File: src/rtl/fpu_decode_stage.sv
// fpu_decode_stage: registered decode stage between fetch and the FP execute units.
// Splits {RL,RR,RD,OP} into fields. A per-register busy scoreboard stalls RAW/WAW
// hazards until writeback clears the destination. Writeback bypasses in the same
// cycle, so a clearing register never costs an extra stall cycle.
module fpu_decode_stage #(
  parameter int REG_W       = 5,
  parameter int OP_W        = 2,
  parameter int ZERO_REG_EN = 0,
  parameter int CNT_W       = 16,
  localparam int NUM_REGS   = 2**REG_W,
  localparam int ISIZE      = 3*REG_W + OP_W
) (
  input  logic                clk,
  input  logic                rst,
  input  logic                in_valid,
  output logic                in_ready,
  input  logic [ISIZE-1:0]    in_inst,
  output logic                out_valid,
  input  logic                out_ready,
  output logic [REG_W-1:0]    out_rl,
  output logic [REG_W-1:0]    out_rr,
  output logic [REG_W-1:0]    out_rd,
  output logic [OP_W-1:0]     out_op,
  input  logic                wb_valid,
  input  logic [REG_W-1:0]    wb_rd,
  output logic [NUM_REGS-1:0] busy_vec,
  output logic [CNT_W-1:0]    stall_cnt
);

  logic                r_out_valid;
  logic [REG_W-1:0]    r_rl;
  logic [REG_W-1:0]    r_rr;
  logic [REG_W-1:0]    r_rd;
  logic [OP_W-1:0]     r_op;
  logic [NUM_REGS-1:0] r_busy;
  logic [CNT_W-1:0]    r_stall;

  logic [REG_W-1:0]    w_rl;
  logic [REG_W-1:0]    w_rr;
  logic [REG_W-1:0]    w_rd;
  logic [OP_W-1:0]     w_op;
  logic [NUM_REGS-1:0] w_eff;
  logic [NUM_REGS-1:0] w_busy_nxt;
  logic                w_hazard;
  logic                w_slot_free;
  logic                w_in_ready;
  logic                w_accept;
  logic                w_stall_evt;

  assign w_rl = in_inst[ISIZE-1 -: REG_W];
  assign w_rr = in_inst[ISIZE-1-REG_W -: REG_W];
  assign w_rd = in_inst[ISIZE-1-2*REG_W -: REG_W];
  assign w_op = in_inst[OP_W-1:0];

  // Effective busy view: a register being written back this cycle is already free.
  always_comb begin
    w_eff = r_busy;
    if (wb_valid) begin
      w_eff[wb_rd] = 1'b0;
    end
    if (ZERO_REG_EN != 0) begin
      w_eff[0] = 1'b0;
    end
  end

  assign w_hazard    = in_valid & (w_eff[w_rl] | w_eff[w_rr] | w_eff[w_rd]);
  assign w_slot_free = ~r_out_valid | out_ready;
  assign w_in_ready  = w_slot_free & ~w_hazard;
  assign w_accept    = in_valid & w_in_ready;
  // Backpressure-only cycles are not hazard stalls, hence the slot_free term.
  assign w_stall_evt = w_hazard & w_slot_free;

  // Scoreboard update: clear on writeback first, then the accepted destination wins.
  always_comb begin
    w_busy_nxt = r_busy;
    if (wb_valid) begin
      w_busy_nxt[wb_rd] = 1'b0;
    end
    if (w_accept) begin
      w_busy_nxt[w_rd] = 1'b1;
    end
    if (ZERO_REG_EN != 0) begin
      w_busy_nxt[0] = 1'b0;
    end
  end

  // Output register, scoreboard and saturating stall counter.
  always_ff @(posedge clk or posedge rst) begin
    if (rst) begin
      r_out_valid <= 1'b0;
      r_rl        <= '0;
      r_rr        <= '0;
      r_rd        <= '0;
      r_op        <= '0;
      r_busy      <= '0;
      r_stall     <= '0;
    end else begin
      r_busy <= w_busy_nxt;
      if (w_stall_evt && (r_stall != {CNT_W{1'b1}})) begin
        r_stall <= r_stall + {{(CNT_W-1){1'b0}}, 1'b1};
      end
      if (w_accept) begin
        r_out_valid <= 1'b1;
        r_rl        <= w_rl;
        r_rr        <= w_rr;
        r_rd        <= w_rd;
        r_op        <= w_op;
      end else if (out_ready) begin
        r_out_valid <= 1'b0;
      end
    end
  end

  assign in_ready  = w_in_ready;
  assign out_valid = r_out_valid;
  assign out_rl    = r_rl;
  assign out_rr    = r_rr;
  assign out_rd    = r_rd;
  assign out_op    = r_op;
  assign busy_vec  = r_busy;
  assign stall_cnt = r_stall;

endmodule

File: config.mk
export PLATFORM = sky130hd
export DESIGN_NAME = fpu_decode_stage
export DESIGN_NICKNAME = d
export VERILOG_FILES = /design/src/rtl/fpu_decode_stage.sv
export SDC_FILE = /design/constraint.sdc
export NUM_CORES = 1
export LEC_CHECK = 0
export BUFFER_PORTS_ARGS = -buffer_cell sky130_fd_sc_hd__buf_2
export CAP_MARGIN = 20
export CORE_MARGIN = 3
export CORE_UTILIZATION = 54
export CTS_CLUSTER_SIZE = 20
export DETAILED_ROUTE_END_ITERATION = 8
export PLACE_DENSITY = 0.8
export SYNTH_ARGS = -nofsm -noshare
export SYNTH_HDL_FRONTEND = slang
export SYNTH_SLANG_ARGS = --single-unit
export TNS_END_PERCENT = 1
File: constraint.sdc
create_clock -name clk -period 4 [get_ports clk]
set_input_delay 0.8 -clock clk [delete_from_list [all_inputs] [get_ports clk]]
set_output_delay 0.8 -clock clk [all_outputs]
set_load 0.005 [all_outputs]
==> results of run 1 <==
[routing by layer]
| metal | vias to the layer above | GRT usage |
|---|---|---|
| li1 | 1819 | - |
| met1 | 2072 | 0.472 |
| met2 | 357 | 0.566 |
| met3 | 87 | 0.0967 |
| met4 | 0 | 0.182 |
| met5 | - | 0 |
[final cells by class]
cell class | instances | area, um^2
multi-input cells | 310 | 2260
fillers | 544 | 1920
flip-flops and latches | 66 | 1650
repair buffers | 142 | 858
clock buffers | 10 | 128
well taps | 96 | 120
clock inverters | 5 | 56.3
inverters | 8 | 30.0
[cells in the final DEF (no fill, tap or decap), drive strengths merged, types with 14 or more instances in the layout]
cell type    n
xnor2       15
nand4       14
nand3       20
nand2       27
mux2        19
dfrtp       66
o41ai       14
nor2        21
o21ai       44
buf        142
[worst paths after layout]
check / startpoint / end / slack, ps / cells after the start
worst max-delay path: wb_rd[2] / in_ready / 90 / 10
worst min-delay path: out_rr[0] / out_rr[0] / 490 / 1
worst max register to register: busy_vec[22] / out_rd[2] / 950 / 10
worst min register to register: out_rr[0] / out_rr[0] / 490 / 1
max in group asynchronous: rst / busy_vec[22] / 2510 / 3
min in group asynchronous: rst / busy_vec[31] / 540 / 2
[critical path, delay by kind of cell]
family / cells / cell delay [ps]
buffers and inverters: 2 / 270
AND/OR/NAND/NOR: 4 / 1250
AO/OA/AOI/OAI: 4 / 800
[where the power goes]
part           internal (mW)  total (mW)  switching [mW]
clock                  0.284       0.555           0.272
sequential             0.869        1.02           0.150
combinational          0.532        1.09           0.555
[timing repair]
item                       4_1_cts  5_1_grt
pin swaps                        1        5
setup buffers                    0        2
setup endpoints to repair        1        1
gates resized for setup          2        8
[cells by family (layout without fill, tap and decap cells)]
| group | Yosys count | in the layout |
|---|---|---|
| multiplexers | 27 | 27 |
| buffers and inverters | 35 | 165 |
| adder cells (fa/ha/maj) | 1 | 1 |
| AND/OR/NAND/NOR | 159 | 159 |
| XOR/XNOR | 16 | 16 |
| flip-flops | 66 | 66 |
| AO/OA/AOI/OAI | 107 | 107 |
[stage by stage]
stage	hold WS, ps	setup slack, ps
finish	494	92.6
global route	525	15.5
CTS	499	16.2
detailed placement	479	-68.8
global placement	470	-84.3
floorplan	481	294
[state kept, by name, summed over array words and instances (netlist names)]
signal,count
out_op,2
out_valid,1
out_rl,5
out_rd,5
stall_cnt,16
busy_vec,32
out_rr,5
==> results by group, run 1 <==
Synthesis
  • Compound-gate portion of the synthesized area: 0.198
  • Syn Inst Count: 411
  • Post-synthesis xor/xnor area fraction: 0.0348
  • Asr flop ratio synth: 1.00
  • Post-synthesis adder-cell area fraction: 0.00311
  • Sequential share of the synthesized area: 0.410
  • EDFF count, synth: 0
  • Largest family of logic cells by synthesized area: simple AND/OR/NAND/NOR gates
  • Synth Net Count: 439
  • Largest area contributor in the netlist: dfrtp_1
  • Mean Syn Cell Area: 9.79 um^2
  • Synth area leaders: dfrtp_1 (41%), o21ai_0 (5.0%), o41ai_2 (4.4%)
  • Netlist cell types: 58
  • Synthesized cell area: 0.00402 mm^2
  • Synth cell count leaders: dfrtp_1 (66), o21ai_0 (40), nand2_1 (27)
  • Simple-gate portion of the synthesized area: 0.225
  • Yosys warns: 0
  • Mux contribution to synthesized area: 0.0886
  • #FFs+latches synth: 66
  • Dominant synthesized flop cell: dfrtp_1
  • Top cell type's share of synthesized area: 0.410
  • Cell with the most instances after synthesis: dfrtp_1

Timing
  • Minimum clock period: 3910 ps
  • Final setup vio count: 0
  • Final period util: 0.977
  • Max-slew violation count: 0
  • Worst rel slew slack: 0.559
  • Unrepaired setup endpoints after global routing: false
  • Final Skew: about 9.7 ps
  • Setup tns final: 0 ps
  • Worst-margin pin slew: 661 ps
  • Final Hold Viols: 0
  • Max Clock Freq: 256 MHz

Layout
  • Post-route insts no fill: around 640
  • Final core utilization: 0.727
  • Area grow syn2layout: 26.8%
  • Ant diodes: 0
  • # nets final: 565
  • Share of cells above drive strength 1: 0.362
  • Fin area: 0.00510 mm^2

Global route
  • Initial antenna violation count: 0
  • Number of global-route vias before repair: 4,251
  • GRT overflow: 0
  • GRT Overall Usage: 0.365
  • Pin count of the biggest net entering global routing: 36
  • First-pass GRT wire length: 23.7 mm

Run
  • Max Cap Viol: 0

Place
  • IO buf count: 93
  • HPWL after detailed placement: 11.5 mm
  • Placed instance count: 620
  • GP Congestion: ~1.1
  • Post-DP Area: 0.00486 mm^2

Die
  • Core Area: 0.00702 mm^2
  • DIE WIDTH: 92.3 um
  • Io pins: 94
  • Die area: around 0.0085 mm^2
  • Die Ht: 92.3 um
  • Starting density of the core: 0.573
  • Row cnt: 30

Drt
  • DR WL/cell: 24.2 um
  • Wire length on met2: 7.06 mm
  • Highest routed layer: met4
  • WL final: about 15 mm
  • # DRC: 0
  • Met1 Wirelength: 5.87 mm
  • Routed via count: ~4,300
  • Post-route ant nets: 0
  • Detailed Routing Iterations Pass 1: 5
  • DR WL met3: 1.66 mm
  • Vias/cell: 6.81
  • DRT iter0 DRCs: 476

Setup path
  • Critical path class: input port to primary output
  • Critical path required time: 3200 ps
  • CP arrival: between 3000 and 4000 ps
  • Worst path max stage delay: 630 ps
  • Most used cell along the critical path: buf_2
  • Startpoint Class: input port
  • Worst-path maximum fanout: 8
  • CP endpoint kind: primary output
  • Slowest cell on crit path: or4b_4
  • Critical path, cell by cell: buf_2 > or4b_4 > o21ai_4 > nor2_1 > o41ai_2 > a2111oi_0 > nor3_1 > nand4_2 > a21boi_1 > buf_2

Clock tree
  • Clk slew on worst S/H paths: 70 ps
  • CTS Buffer Depth: 2
  • Worst-Skew Late Latency: 340 ps
  • CTS buffer count: 9
  • CTS H-tree lvls: 3
  • Sinks on Clock Net: 66
  • CTS tree: done
  • Clock root buffer: clkbuf_8
  • Number of hold buffers added after CTS: 0

Status
  • Status: completed

Pwr
  • Worst VDD drop: 0.000344 V
  • P per Cell Area: ~520 mW/mm^2
  • Leak: 2.34 nW
  • Total Power: 2.66 mW

Hold path
  • Worst min path class: flip-flop to flip-flop
No activity file was read; power rests on OpenSTA's default activity.
==> run 2: changes to the inputs <==
--- a/config.mk
+++ b/config.mk
@@ -7,7 +7,7 @@
 export LEC_CHECK = 0
 export BUFFER_PORTS_ARGS = -buffer_cell sky130_fd_sc_hd__buf_2
 export CAP_MARGIN = 20
-export CORE_MARGIN = 3
+export CORE_MARGIN = 10
 export CORE_UTILIZATION = 54
 export CTS_CLUSTER_SIZE = 20
 export DETAILED_ROUTE_END_ITERATION = 8
==> results by group, run 2 (synthesized netlist as in run 1, its figures left out) <==
Layout
  • Area grow syn2layout: 27.1%
  • Share of cells above drive strength 1: 0.360 (-0.00185)
  • Ant diodes: 0 (unchanged)
  • Fillers: 560 (+2.9%)
  • Max reg flops: 32 (unchanged)
  • Most common cell after layout, fill and taps aside: buf_2
  • # nets final: 564 (-0.18%)
  • Most frequent cells in the layout: buf_2 (93), dfrtp_1 (66), buf_4 (46)

Drt
  • WL final: 15.3 mm (-1.0%)
  • Post-route ant nets: 0 (unchanged)
  • DRT iter0 DRCs: 495 (+4.0%)
  • # DRC: 0 (unchanged)
  • Vias/cell: 6.62 (-2.7%)
  • DR WL/cell: 23.9 um (-1.5%)
  • Routed via count: 4,239 (-2.2%)
  • Detailed Routing Iterations Pass 1: 7 (+2)

Die
  • Starting density of the core: 0.555 (-0.0185)
  • Row cnt: 31 (+3.3%)
  • Die area: 0.0113 mm^2 (+33%)
  • DIE WIDTH: 106 um (+15%)
  • Core Area: 0.00725 mm^2 (+3.3%)
  • Die Ht: 106 um (+15%)
  • Io pins: 94 (unchanged)

Setup path
  • Crit path from: wb_rd[0]
  • R2R setup slack: 1140 ps (+190 ps)
  • Critical path required time: 3200 ps (about the same)
  • CP endpoint kind: primary output
  • RR Endpoint: out_rd[0]
  • CP arrival: 3050 ps (-60 ps)
  • Worst-path maximum fanout: 8 (unchanged)
  • Critical path class: input port to primary output
  • Setup crit end: in_ready
  • Startpoint Class: input port
  • R2R depth: 10 (unchanged)
  • Worst R2R Start: busy_vec[22]

Timing
  • Max Clock Freq: 259 MHz (+1.4%)
  • Final Hold Viols: 0 (unchanged)
  • Setup slack after layout: 146 ps (+53.7 ps)
  • Final Skew: 9.39 ps (-0.297 ps)
  • Worst rel slew slack: 0.392 (-0.167)
  • Final period util: 0.963 (-0.0134)
  • Worst hold slack: 487 ps (-6.60 ps)
  • Worst-margin pin slew: 911 ps (+250 ps)
  • Final setup vio count: 0 (unchanged)
  • Minimum clock period: 3850 ps (-53.7 ps)
  • Max-slew violation count: 0 (unchanged)
  • Setup tns final: 0 ps (unchanged)
  • Unrepaired setup endpoints after global routing: false

Place
  • Place WS: 84.4 ps (+153 ps)
  • HPWL after detailed placement: 11.7 mm (+1.7%)
  • GP Congestion: 1.09 (+1.4%)
  • IO buf count: 93 (unchanged)

Global route
  • First-pass GRT wire length: 23.6 mm (-0.72%)
  • Pin count of the biggest net entering global routing: 44 (+22%)
  • Initial antenna violation count: 0 (unchanged)
  • GRT Overall Usage: 0.264 (-0.101)
  • GRT overflow: 0 (unchanged)
  • Number of global-route vias before repair: 4,211 (-0.94%)

Clock tree
  • Worst-Skew Late Latency: 360 ps (+20 ps)
  • Post-CTS Setup Inserts: 0 (unchanged)
  • CTS buffer count: 9 (unchanged)
  • # resized after CTS: 0 (-2)
  • Clock root buffer: clkbuf_8
  • CTS Buffer Depth: 2 (unchanged)
  • Number of hold buffers added after CTS: 0 (unchanged)
  • CTS H-tree lvls: 3 (unchanged)
  • Clk slew on worst S/H paths: 80 ps (about the same)
  • CTS tree: done
  • Sinks on Clock Net: 66 (unchanged)

Hold path
  • Worst min path class: flip-flop to flip-flop

Status
  • Status: completed

Pwr
  • Sw Share: 0.368 (+0.00143)
  • Leak: 2.35 nW (+0.45%)
  • Seq pwr share: 0.375 (-0.008)
  • Combinational fraction of design power: 0.404 (-0.004)
  • Sw Pwr: 1000 uW (+2.4%)
  • P per Cell Area: 531 mW/mm^2 (+1.8%)
  • Clk pwr share: 0.221 (+0.012)
  • Internal power: 1.71 mW (+1.8%)
  • Worst VDD drop: 0.000305 V (-11%)

Run
  • Max Cap Viol: 0 (unchanged)
[run 2: how the worst min path moves through the flow]
| stage | slack [ps] | depth (start not counted) | from | endpoint |
|---|---|---|---|---|
| 2_1_floorplan | 480 | 1 | stall_cnt[11] | stall_cnt[11] |
| 3_3_place_gp | 470 | 1 | out_rr[0] | out_rr[0] |
| 3_5_place_dp | 480 | 1 | out_rr[2] | out_rr[2] |
| 4_1_cts | 490 | 1 | out_rr[2] | out_rr[2] |
| 5_1_grt | 510 | 1 | out_rr[2] | out_rr[2] |
| 6_report | 490 | 1 | out_rr[2] | out_rr[2] |
[run 2: through the flow]
stage | util | instances | total power [mW] | area, um^2
final | 0.705 | 640 | 2.71 | 5110
after global routing | 0.705 | 640 | 2.85 | 5110
after CTS | 0.700 | 640 | 2.70 | 5080
after detailed placement | 0.671 | 624 | 2.10 | 4870
after global placement | 0.671 | 624 | 2.07 | 4870
after floorplan | - | 411 | 1.51 | 4020
[run 2: power by group through the flow]
| stage | clock network, mW | logic, mW | registers (mW) |
|---|---|---|---|
| 3_3_place_gp | 0 | 1.06 | 1.01 |
| 3_5_place_dp | 0 | 1.08 | 1.02 |
| 6_report | 0.601 | 1.10 | 1.02 |
| 4_1_cts | 0.606 | 1.08 | 1.01 |
| 5_1_grt | 0.632 | 1.18 | 1.04 |
| 2_1_floorplan | 0 | 0.495 | 1.01 |
[run 2: final cells by class]
class / instances / area, um^2 / share of cell area
clock buffers: 10 / 138 / 0.0269
well taps: 99 / 124 / 0.0242
flip-flops and latches: 66 / 1650 / 0.323
multi-input cells: 310 / 2250 / 0.440
inverters: 8 / 30.0 / 0.00587
clock inverters: 6 / 70.1 / 0.0137
repair buffers: 141 / 851 / 0.166
[run 2: layer usage]
layer  track usage  wire length [um]  up-vias
met2         0.410              6930      334
met5             0                 0        -
met4         0.127               658        0
met1         0.320              5680     2025
li1              -                 -     1809
met3        0.0912              2020       71
[run 2: worst max-delay path, stage by stage]
cell and delay [ps]:
buf_2 140, or4b_4 640, o21ai_4 240, nor2_1 80, o41ai_2 300, a2111oi_0 120, nor3_1 270, nand4_2 160
a21boi_1 160, buf_2 130
